==> config.mk <==
export PLATFORM = sky130hd
export DESIGN_NAME = pipe_ctrl
export DESIGN_NICKNAME = d
export VERILOG_FILES = /design/src/rtl/pipe_ctrl.sv
export SDC_FILE = /design/constraint.sdc
export NUM_CORES = 1
export LEC_CHECK = 0
export ABC_AREA = 0
export CORE_MARGIN = 2
export CORE_UTILIZATION = 40
export DETAILED_ROUTE_END_ITERATION = 16
export GPL_TIMING_DRIVEN = 0
export PLACE_DENSITY = 0.72
export SYNTH_ARGS = -nofsm -noshare
export SYNTH_HDL_FRONTEND = slang
export SYNTH_SLANG_ARGS = --single-unit
export TNS_END_PERCENT = 5
==> constraint.sdc <==
create_clock -name clk -period 5.16 [get_ports clk]
set_input_delay 0.774 -clock clk [delete_from_list [all_inputs] [get_ports clk]]
set_output_delay 0.774 -clock clk [all_outputs]
set_load 0.05 [all_outputs]
==> src/rtl/pipe_ctrl.sv <==
// Pipeline sequencing controller for the 5-stage 16-bit core: stage enables,
// bubble/flush controls, HLT drain sequencing and a saturating stall counter.
module pipe_ctrl #(
    parameter int DRAIN_CYCLES = 3,
    parameter int CNT_W        = 16
) (
    input  logic             clk,
    input  logic             rst,
    input  logic [3:0]       id_SrcReg1,
    input  logic [3:0]       id_SrcReg2,
    input  logic             id_use1,
    input  logic             id_use2,
    input  logic             id_hlt,
    input  logic             ex_Data_Mem_en,
    input  logic             ex_Data_Mem_wr,
    input  logic             ex_WriteReg,
    input  logic [3:0]       ex_DstReg,
    input  logic             ex_branch_taken,
    input  logic             imem_stall,
    input  logic             dmem_busy,
    output logic             pc_en,
    output logic             ifid_en,
    output logic             ifid_flush,
    output logic             idex_en,
    output logic             idex_bubble,
    output logic             exmem_en,
    output logic             memwb_en,
    output logic             halted,
    output logic [CNT_W-1:0] stall_cnt
);

    localparam int DW = (DRAIN_CYCLES < 2) ? 1 : $clog2(DRAIN_CYCLES + 1);

    typedef enum logic [1:0] {
        S_RUN      = 2'd0,
        S_MEM_WAIT = 2'd1,
        S_DRAIN    = 2'd2,
        S_HALT     = 2'd3
    } state_t;

    state_t           state_q, state_d;
    logic [DW-1:0]    drain_q, drain_d;
    logic [CNT_W-1:0] cnt_q;
    logic             stall_cycle;
    logic             load_use;

    // Only a load that really writes a non-zero register can feed ID too late.
    assign load_use = ex_Data_Mem_en && !ex_Data_Mem_wr && ex_WriteReg &&
                      (ex_DstReg != 4'd0) &&
                      ((id_use1 && (id_SrcReg1 == ex_DstReg)) ||
                       (id_use2 && (id_SrcReg2 == ex_DstReg)));

    always_comb begin
        pc_en       = 1'b0;
        ifid_en     = 1'b0;
        ifid_flush  = 1'b0;
        idex_en     = 1'b0;
        idex_bubble = 1'b0;
        exmem_en    = 1'b0;
        memwb_en    = 1'b0;
        halted      = 1'b0;
        stall_cycle = 1'b0;
        state_d     = state_q;
        drain_d     = drain_q;

        case (state_q)
            S_RUN: begin
                if (dmem_busy) begin
                    stall_cycle = 1'b1;
                    state_d     = S_MEM_WAIT;
                end else if (ex_branch_taken) begin
                    pc_en       = 1'b1;
                    ifid_en     = 1'b1;
                    ifid_flush  = 1'b1;
                    idex_en     = 1'b1;
                    idex_bubble = 1'b1;
                    exmem_en    = 1'b1;
                    memwb_en    = 1'b1;
                end else if (load_use) begin
                    idex_en     = 1'b1;
                    idex_bubble = 1'b1;
                    exmem_en    = 1'b1;
                    memwb_en    = 1'b1;
                    stall_cycle = 1'b1;
                end else if (imem_stall) begin
                    ifid_en     = 1'b1;
                    ifid_flush  = 1'b1;
                    idex_en     = 1'b1;
                    exmem_en    = 1'b1;
                    memwb_en    = 1'b1;
                    stall_cycle = 1'b1;
                end else if (id_hlt) begin
                    // HLT itself moves into EX; fetch is frozen from here on.
                    ifid_en     = 1'b1;
                    ifid_flush  = 1'b1;
                    idex_en     = 1'b1;
                    exmem_en    = 1'b1;
                    memwb_en    = 1'b1;
                    stall_cycle = 1'b1;
                    drain_d     = DW'(DRAIN_CYCLES);
                    state_d     = S_DRAIN;
                end else begin
                    pc_en    = 1'b1;
                    ifid_en  = 1'b1;
                    idex_en  = 1'b1;
                    exmem_en = 1'b1;
                    memwb_en = 1'b1;
                end
            end

            S_MEM_WAIT: begin
                if (dmem_busy) begin
                    stall_cycle = 1'b1;
                end else begin
                    pc_en    = 1'b1;
                    ifid_en  = 1'b1;
                    idex_en  = 1'b1;
                    exmem_en = 1'b1;
                    memwb_en = 1'b1;
                    state_d  = S_RUN;
                end
            end

            S_DRAIN: begin
                stall_cycle = 1'b1;
                if (!dmem_busy) begin
                    ifid_en     = 1'b1;
                    ifid_flush  = 1'b1;
                    idex_en     = 1'b1;
                    idex_bubble = 1'b1;
                    exmem_en    = 1'b1;
                    memwb_en    = 1'b1;
                    drain_d     = drain_q - DW'(1);
                    if (drain_q <= DW'(1)) begin
                        state_d = S_HALT;
                    end
                end
            end

            S_HALT: begin
                halted = 1'b1;
            end

            default: begin
                state_d = S_RUN;
            end
        endcase
    end

    always_ff @(posedge clk or negedge rst) begin
        if (!rst) begin
            state_q <= S_RUN;
            drain_q <= '0;
            cnt_q   <= '0;
        end else begin
            state_q <= state_d;
            drain_q <= drain_d;
            if (stall_cycle && (cnt_q != {CNT_W{1'b1}})) begin
                cnt_q <= cnt_q + CNT_W'(1);
            end
        end
    end

    assign stall_cnt = cnt_q;

endmodule

-- Word level (Yosys, flattened, before mapping)
Cells that the tools add are included.
- flip-flop bits (word level): 20
- input port bits: 23
- output and inout port bits: 24
- word-level logic and storage cells: 85
- add/sub/neg operators: 2
- magnitude comparators: 1
- equality and inequality tests: 18
- muxes and demuxes: 44
- reduce and logical (&&, ||, !) cells: 17
- operator list (cell ; count):
    $mux 2 ; 14
    $mux 1 ; 23
    $add 16x1->16 const B ; 1
    $ne 16x16->1 const B ; 1
    $ne 2x2->1 const B ; 8
    $ne 3x3->1 const B ; 4
    $eq 4x4->1 ; 2
    $pmux 1 s2 ; 4
    $reduce_and 8->1 ; 1
    $logic_and 1x1->1 ; 7
    $reduce_and 7->1 ; 1
    $pmux 2 s3 ; 1
    $eq 2x2->1 const B ; 2
    $pmux 2 s2 ; 1
    $reduce_bool 4->1 ; 1
    $pmux 1 s3 ; 1
    $reduce_bool 3->1 ; 1
    $reduce_or 3->1 ; 1
    $eq 2x1->1 const B ; 1
    $le 2x1->1 const B ; 1
    $logic_not 2->1 ; 1
    $reduce_bool 2->1 ; 1
    $reduce_or 2->1 ; 1
    $sub 2x1->2 const B ; 1
    other kinds (2) ; 2

-- Depth between registers and ports, before layout
- depth after elaboration: 10
- mapped depth: 9
- mapped depth without buffers: 7

-- Worst setup path before layout
No wires, ideal clock.
- path type: input to output
- start point: input ex_DstReg[0]
- end point: output ifid_flush
- arrival: 2793 ps
- data required time: 4386 ps
- path slack: 1593 ps
- cell stages on the path: 6
- buffers on the path: 0
- cells stage by stage: nor4_1 and4bb_1 and4_4 nor2_1 a21oi_1 o21ai_0
- word-level cells in the longest chain between the ends: 8
- elaborated cells on any way between the ends: 12
- those cells by class: 2 x eq/ne; 4 x mux; 6 x reduce/logical
- RTL lines (item ; RTL line ; source):
    start: declaration ; 17 ; input logic [3:0] ex_DstReg,
    $eq 4x4->1, on equally long branches ; 50, 51 ;
    $logic_and 1x1->1, on equally long branches ; 50, 51 ;
    $logic_or 1x1->1 ; 50 ; ((id_use1 && (id_SrcReg1 == ex_DstReg)) ||
    $logic_and 1x1->1 (*) ; 49 ; (ex_DstReg != 4'd0) &&
    $mux 1 (*) ; 79 ; end else if (load_use) begin
    $mux 1 (*) ; 71 ; end else if (ex_branch_taken) begin
    $mux 1 (*) ; 68 ; if (dmem_busy) begin
    $pmux 1 s2 (*) ; 66 ; case (state_q)
    end: declaration ; 23 ; output logic ifid_flush,
Every way passes the cells marked *; elsewhere a longest branch is shown, timed or not.

-- Final worst setup path
- start point: input ex_DstReg[1]
- end point: output ifid_flush
The elaborated chain is that of the path after synthesis.

==> metrics.md <==
| Metric | Value |
|---|---|
| Layout overhead on the synthesized area | 40.4% |
| Post-synthesis cell area | approximately 0.0014 mm^2 |
| Setup Skew | approximately 0.011 ns |
| Vias | 1,213 |
| Mean Syn Cell Area | roughly 9.6 um^2 |
| Share of the synthesized area in the top cell type | 36.1% |
| Post-synth cell types | 40 |
| Initial antenna violation count | 0 |
| Clk Latency, worst-skew pair | ~0.30 ns |
| VDD IR-drop max | about 0.00023 V |
| Critical Path AT | about 3.3 ns |
| DIE WIDTH | 62.9 um |
| Layout Nets | between 200 and 250 |
| PostCTS Resize Cnt | 0 |
| Clk buf depth | 2 |
| Top_reg_cell synth | dfrtp_1 |
| Max cap viols | 0 |
| Mapped Cells | roughly 150 |
| Largest cells by area after synthesis | dfrtp_1, xor2_1, ha_1 |
| Multi-input logic area | around 820 um^2 |
| FILL cells | 297 |
| CTS root buf | clkbuf_4 |
| Period utilization | 79.6% |
| Clk sink count | 20 |
| Vias in the first global route | roughly 1.2k |
| Clk slew on worst S/H paths | 0.11 ns |
| Status | finished clean |
| Placed inst area | ~0.0019 mm^2 |
| RSZ-0062 raised after global routing | no |
| Power per cell area | roughly 470 mW/mm^2 |
| Worst-Margin Slew | a little over 0.9 ns |
| Final Non-Filler Cells | 240 |
| GP Congestion | around 0.84 |
| DR iter-0 viols | 20 |
| Layout cell share with drive strength beyond 1 | ~10% |
| WL per Instance | between 10 and 15 um |
| Post-CTS setup buffer count | 0 |
| Crit path time final | a little over 4 ns |
| Highest clock rate | between 200 and 250 MHz |
| Die Height | 62.9 um |
| Most used cell, CP | clkdlybuf4s50_1 |
| Largest area contributor in the netlist | dfrtp_1 |
| Die area | ~0.0040 mm^2 |
| GRT Overall Usage | between 15 and 20% |
| CP max stage cell | clkdlybuf4s50_1 |
| Post-synth ARST share | 100% |
| Synth warnings | 0 |
| Core area | 0.00334 mm^2 |
| Initial Util | 41.5% |
| CP Class | input port to output port |
| CP max stage delay | around 0.83 ns |
| CTS tree | done |
| Grt ovf | 0 |
| Seq. cell area | approximately 500 um^2 |
| Drt drc | 0 |
| Hold Buf Count CTS | 0 |
| Final Hold Fails | 0 |
| EDFF count, synth | 0 |
| Critical path fanouts, max | 5 |
| Fin util | 58.3% |
| Total Wirelength | 3050 um |
| Min-delay worst type | flop to flop |
| Vias per inst | slightly above 5 |
| # setup viols final | 0 |
| Sequential share of the synthesized area | between 30 and 40% |
| Final Slew Violations | 0 |
| Endpoint class of the critical path | output port |
| Detailed placer's ending HPWL | about 2500 um |
| Leak | about 0.83 nW |
| H-tree levels | 1 |
| Design area | between 0.0015 and 0.002 mm^2 |
| Relative slew slack | between 30% and 40% |
| ANT cells | 0 |
| CTS Buf Count | 3 |
| Synthesized flop and latch total | 20 |
| Syn Nets | roughly 170 |
| Number of I/O port buffers | 45 |
| CP required | 4.39 ns |
| Dpl cells | between 200 and 250 |
| First-pass GRT wire length | around 5400 um |
| DRT Pass-1 Iters | 4 |
| Largest net degree at the start of global routing | 21 |
| Row cnt | 21 |
| I/O pins | between 40 and 50 |
| Setup TNS | 0 ns |
| Power, Total | 0.913 mW |
| CP cell instances | clkdlybuf4s50_1 -> nor4_1 -> and4bb_1 -> and4_4 -> nor2_1 -> a21oi_1 -> o21ai_0 -> clkdlybuf4s50_1 |
| Number of antenna-violating nets in the routed design | 0 |
| Worst setup SP type | input port |
## path summary, 6_finish.rpt
| kind | slack, ns | to | start | depth (start not counted) |
|---|---|---|---|---|
| worst min-delay path | 0.51 | stall_cnt[9] | stall_cnt[9] | 1 |
| worst max register to register | 2.94 | stall_cnt[9] | state_q[0] | 9 |
| worst max-delay path | 1.05 | ifid_flush | ex_DstReg[1] | 8 |
| min in group asynchronous | 0.97 | stall_cnt[11] | rst | 1 |
| max in group asynchronous | 3.62 | stall_cnt[8] | rst | 1 |
| worst min register to register | 0.51 | stall_cnt[9] | stall_cnt[9] | 1 |
## synthesized netlist by cell type, types with 2 or more instances
cell / count
dfrtp_1: 20
nand2_1: 10
ha_1: 6
inv_1: 5
nor4_2: 3
and4_4: 2
buf_4: 3
nor2_1: 10
and3_1: 2
mux2_1: 3
nor3_1: 12
a21oi_1: 5
mux2_2: 3
or3_1: 2
o21ai_0: 4
xor2_1: 19
nand3_1: 7
xnor2_1: 2
clkbuf_1: 3
nor4_1: 2
nand2b_1: 2
nor3b_1: 2
## critical path: cells and delay by family
family	cells	cell delay, ns
AO/OA/AOI/OAI	2	0.26
AND/OR/NAND/NOR	4	0.98
buffers and inverters	2	1.31
## state kept, by name (all words and copies together) (netlist names)
name / count
state_q: 2
stall_cnt: 16
drain_q: 2
## cells by family after synthesis
| group | count (synthesis) | synth area share [%] |
|---|---|---|
| flops | 20 | 36.1 |
| buf+inv | 12 | 4.60 |
| xor+xnor | 21 | 13.3 |
| simple gates | 63 | 27.5 |
| mux | 6 | 4.87 |
| compound gates | 17 | 8.21 |
| fa+ha+maj | 6 | 5.42 |
## cell usage in the layout, fill, tap and decap left out, types with 3 or more instances in the layout
cell type	Yosys	routed
clkbuf_1	3	3
mux2_1	3	3
inv_1	5	5
buf_4	3	3
ha_1	6	6
o21ai_0	4	4
nor2_1	10	10
clkbuf_4	0	3
nor4_2	3	3
a21oi_1	5	5
nand2_1	10	10
mux2_2	3	3
nor3_1	12	12
nand3_1	7	7
dfrtp_1	20	20
xor2_1	19	19
clkdlybuf4s50_1	0	45
## metal layers
metal	track usage, %	part of all wire (%)	vias up
li1	-	-	610
met1	19.6	42	563
met2	31.0	53	40
met5	0	0	-
met3	2.34	5.0	0
met4	5.83	0	0
## layout make-up
| cell class | count | area share, % |
|---|---|---|
| multi-input combinational | 113 | 42.2 |
| sequential | 20 | 25.7 |
| timing repair buffer | 45 | 23.1 |
| tap | 46 | 2.96 |
| buffer | 7 | 2.31 |
| clock inverter | 1 | 1.54 |
| clock buffer | 3 | 1.16 |
| inverter | 5 | 0.964 |
## power breakdown
| part | internal (mW) | switching [mW] | leakage [nW] |
|---|---|---|---|
| sequential | 0.198 | 0.0438 | 0.260 |
| clock | 0.0785 | 0.0500 | 0.0279 |
| combinational | 0.208 | 0.335 | 0.545 |
| total | 0.484 | 0.429 | 0.833 |
## metrics by stage
step           worst slack, ns  hold slack (ns)
2_1_floorplan             1.59            0.478
3_3_place_gp              1.08            0.470
3_5_place_dp              1.05            0.493
4_1_cts                   1.05            0.512
5_1_grt                  0.857            0.536
6_report                  1.05            0.510
Power figures use the tool's default switching activity.
==> RTL edit 1, RTL diff (same settings) <==
The 4 states of `state_t` get a one-hot encoding in 4 bits.
--- a/src/rtl/pipe_ctrl.sv
+++ b/src/rtl/pipe_ctrl.sv
@@ -32,9 +32,9 @@
     localparam int DW = (DRAIN_CYCLES < 2) ? 1 : $clog2(DRAIN_CYCLES + 1);
 
-    typedef enum logic [1:0] {
-        S_RUN      = 2'd0,
-        S_MEM_WAIT = 2'd1,
-        S_DRAIN    = 2'd2,
-        S_HALT     = 2'd3
+    typedef enum logic [3:0] {
+        S_RUN      = 4'b0001,
+        S_MEM_WAIT = 4'b0010,
+        S_DRAIN    = 4'b0100,
+        S_HALT     = 4'b1000
     } state_t;
 
Behaviour: no difference found for any inputs over 10 cycles, from zero or initial values and one cycle with rst low; not proved beyond that.
==> RTL edit 1 against the unedited design <==
Count of clock-buffer cells in the layout up 1. Setup slack worse by 0.26 ns. Critical path type unchanged. Global-route usage up 1.9 points. Core utilization down 1.3 points. Critical path depth unchanged. Sequential power up 8.3%. Sequential cell count up 2. Register-to-register slack worse by 0.09 ns. Cell area up 6.4%. Wire length up 14%. Cell count up 2.9%. Sequential share of layout area up 0.92 points. Synthesized area up 7.9%. Power up 2.2%.
==> RTL edit 1: results (changes against the unedited design) <==
Status
  – Status: finished clean (unchanged)

Clock tree
  – Skew-Pair Late Insertion Delay: 0.26 ns (was 0.30 ns)
  – Clock Tree Root: clkbuf_8 (was clkbuf_4)

Power
  – Power Combinational: 0.547 mW (was 0.543 mW)
  – Power Sequential: 0.261 mW (was 0.241 mW)
  – Pleak: 0.8183 nW (was 0.8332 nW)
  – Switching share of power: 0.4661 (was 0.4697)
  – Peak supply drop: 0.3809 mV (was 0.2305 mV)

Worst setup path
  – Crit path launch: ex_DstReg[0] (was ex_DstReg[1])
  – FF-to-FF path depth: 8 (was 9)
  – Worst path max stage delay: 0.87 ns (was 0.83 ns)
  – Critical path destination: pc_en (was ifid_flush)
  – Worst r2r dst: stall_cnt[3]$_DFFE_PN0P_ (was stall_cnt[9]$_DFFE_PN0P_)
  – Critical Path AT: 3.59 ns (was 3.34 ns)

Route
  – Routed vias: 1291 (was 1213)
  – M1 wire length: 1.529 mm (was 1.295 mm)
  – Highest routed layer: met4 (was met3)
  – DR WL met3: 153 um (was 151 um)
  – Met2 wire length: 1.733 mm (was 1.601 mm)

Placed design
  – Final GP Congestion: 0.9232 (was 0.8437)
  – Detailed Place HPWL: 2.733 mm (was 2.489 mm)
  – IO buf count: 46 (was 45)
  – Post-DP Area: 2017 um^2 (was 1894 um^2)

Timing
  – Slew @ Worst Pin: 1.002 ns (was 0.9177 ns)
  – Final Skew: 0.003358 ns (was 0.01054 ns)

Yosys
  – Xor-xnor portion of the synthesized cell area: 0.1505 (was 0.1327)
  – Synth cell count leaders: dfrtp_1 (21), xnor2_1 (21), nand4_1 (7) (was dfrtp_1 (20), xor2_1 (19), nor3_1 (12))
  – Yosys cell types: 49 (was 40)
  – Post-Synth Adder-Cell Area: 0.01672 (was 0.05415)
  – Sequential-to-total area share from yosys stat: 0.3687 (was 0.3610)
  – Yosys top cell area share: 0.3512 (was 0.3610)
  – Post-synthesis compound-gate area fraction: 0.1196 (was 0.08213)

GRT
  – Met3 Resource Use GR: 0.04452 (was 0.02342)
  – First-pass GRT wire length: 6.313 mm (was 5.402 mm)
  – M2 GR Usage: 0.3278 (was 0.3098)
  – Total GRT Usage: 0.1864 (was 0.1679)
  – Grt met1 use: 0.2325 (was 0.1961)

Hold path
  – Hold endpoint: stall_cnt[15]$_DFFE_PN0P_ (was stall_cnt[9]$_DFFE_PN0P_)

Finish
  – Layout fillers: 323 (was 297)
## RTL edit 1: cell count changes after synthesis, moves of 4 or more
cell	before	now
and2_1	0	4
nand3_2	0	4
nor2b_1	0	5
ha_1	6	2
nand4_1	1	7
nand3_1	7	3
xnor2_1	2	21
nor2_1	10	6
nand2_1	10	5
nor3_1	12	6
xor2_1	19	1
## RTL edit 1: through the flow
stage                       util  std cells  power, mW
after global routing      0.5702        247      1.000
after global placement    0.5551        243     0.7971
after detailed placement  0.5551        243     0.8137
after CTS                 0.5702        247     0.9434
final                     0.5702        247     0.9334
after floorplan                -        149     0.6516
## RTL edit 1: cell type report
class | instances | area [um^2] | share of cell area
buffer | 8 | 57.56 | 0.02778
multi-input combinational | 117 | 879.6 | 0.4245
inverter | 2 | 7.507 | 0.003623
clock buffer | 4 | 55.05 | 0.02657
timing repair buffer | 46 | 460.4 | 0.2222
tap | 48 | 60.06 | 0.02899
sequential | 22 | 551.8 | 0.2663
==> RTL edit 2, RTL diff (config.mk and constraints unchanged) <==
Made on the original files. Change the parameter `DRAIN_CYCLES` from 3 to 6.
--- a/src/rtl/pipe_ctrl.sv
+++ b/src/rtl/pipe_ctrl.sv
@@ -2,5 +2,5 @@
 // bubble/flush controls, HLT drain sequencing and a saturating stall counter.
 module pipe_ctrl #(
-    parameter int DRAIN_CYCLES = 3,
+    parameter int DRAIN_CYCLES = 6,
     parameter int CNT_W        = 16
 ) (
Check against the original RTL: not equivalent (Yosys sat finds a counterexample within 10 cycles, from zero or initial values and one cycle with rst low).
==> RTL edit 2 against the unedited design <==
Global-route usage rose by 0.74 points. Die area is 9.1% higher. Clock skew fell by 0.0075 ns. Power grew 10%. Clock power is 18% lower. Critical path depth increased by 1. Sequential cell count grew 1. Wire length grew 10%. Synthesized area grew 9.7%. Synthesized cell count is 10% higher. Setup slack hardly changed. Cell area increased by 7.3%. Largest cell class unchanged.
==> RTL edit 2: results (changes against the unedited design) <==
Hold path
  – Hold endpoint: stall_cnt[6]$_DFFE_PN0P_ (was stall_cnt[9]$_DFFE_PN0P_)
  – Hold wc startpoint: stall_cnt[6]$_DFFE_PN0P_ (was stall_cnt[9]$_DFFE_PN0P_)

Power
  – Peak supply drop: 0.3586 mV (was 0.2305 mV)

Yosys
  – Syn Nets: 190 (was 174)
  – Proportion of synthesized area in mux cells: 0.01398 (was 0.04874)
  – Sequential-to-total area share from yosys stat: 0.3454 (was 0.3610)
  – Ranking of synthesized cells by area: dfrtp_1 (35%), xnor2_1 (9.8%), ha_1 (5.8%) (was dfrtp_1 (36%), xor2_1 (12%), ha_1 (5.4%))
  – Post-Synth Adder-Cell Area: 0.05757 (was 0.05415)
  – Post-synthesis compound-gate area fraction: 0.1151 (was 0.08213)
  – Synth cell count leaders: dfrtp_1 (21), xnor2_1 (17), inv_1 (10), nor2_1 (10) (was dfrtp_1 (20), xor2_1 (19), nor3_1 (12))
  – Yosys cell types: 41 (was 40)

Clock tree
  – Skew-Pair Late Insertion Delay: 0.26 ns (was 0.30 ns)
  – Clock Tree Root: clkbuf_8 (was clkbuf_4)
  – Clock slew at reported path FFs: 0.07 ns (was 0.11 ns)

Finish
  – Layout fillers: 332 (was 297)
  – Share of cells above drive strength 1: 0.1000 (was 0.1031)
  – Nets@finish: 241 (was 224)

Route
  – DR WL/cell: 13.05 um (was 12.70 um)
  – DRT iter0 DRCs: 86 (was 20)
  – Via density: 5.326 (was 5.054)

Timing
  – Final Skew: 0.003013 ns (was 0.01054 ns)

Placed design
  – Detailed Place HPWL: 2.695 mm (was 2.489 mm)

Worst setup path
  – FF-to-FF path depth: 10 (was 9)
  – Crit Path Max Fanout: 6 (was 5)

GRT
  – Number of global-route vias before repair: 1384 (was 1240)
  – Largest net degree at the start of global routing: 22 (was 21)
  – First-pass GRT wire length: 6.044 mm (was 5.402 mm)
  – Total GRT Usage: 0.1753 (was 0.1679)

Status
  – Status: finished clean (unchanged)
-- RTL edit 2: kinds of logic (layout without fill, tap and decap cells) --
group,Yosys count,in the layout
and+or+nand+nor,61,61
muxes,2,2
DFF,21,21
adders and majority gates,7,7
xor gates and xnor gates,23,23
AOI/OAI and AO/OA,26,26
buffers and inverters,20,70
-- RTL edit 2: area by class of cell --
cell class | count | area share
multi-input cells | 119 | 0.4260
flip-flops and latches | 21 | 0.2516
repair buffers | 46 | 0.2205
plain buffers | 10 | 0.03295
well taps | 48 | 0.02876
clock buffers | 3 | 0.01977
inverters | 10 | 0.01797
clock inverters | 1 | 0.002397
-- RTL edit 2: layer usage --
metal  wire length [um]  track usage
met5                  0            0
met4                  0      0.02604
met1               1497       0.2196
met3                145      0.03596
met2               1725       0.3144
-- RTL edit 2: worst max path at each step --
stage | start | slack [ns] | end
after detailed placement | ex_DstReg[1] | 1.04 | pc_en
after CTS | ex_DstReg[1] | 1.03 | pc_en
after global placement | ex_DstReg[0] | 1.12 | pc_en
after floorplan | dmem_busy | 1.44 | ifid_en
after global routing | ex_DstReg[1] | 0.89 | ifid_en
final | ex_DstReg[1] | 1.05 | pc_en
-- RTL edit 2: report_power, final --
part           total (mW)  internal, mW  switching (mW)  leakage, nW
combinational       0.643         0.239           0.404        0.598
clock               0.105        0.0537          0.0516       0.0255
sequential          0.260         0.209          0.0502        0.266
total                1.01         0.502           0.506        0.890
-- RTL edit 2: metrics by stage --
step	worst slack, ns	util	instances	area (um^2)	power (mW)
after floorplan	1.435	-	160	1521	0.7127
after global placement	1.115	0.5578	254	2042	0.8835
after detailed placement	1.040	0.5578	254	2042	0.9026
after CTS	1.034	0.5704	258	2088	1.014
after global routing	0.8936	0.5704	258	2088	1.085
final	1.051	0.5704	258	2088	1.008
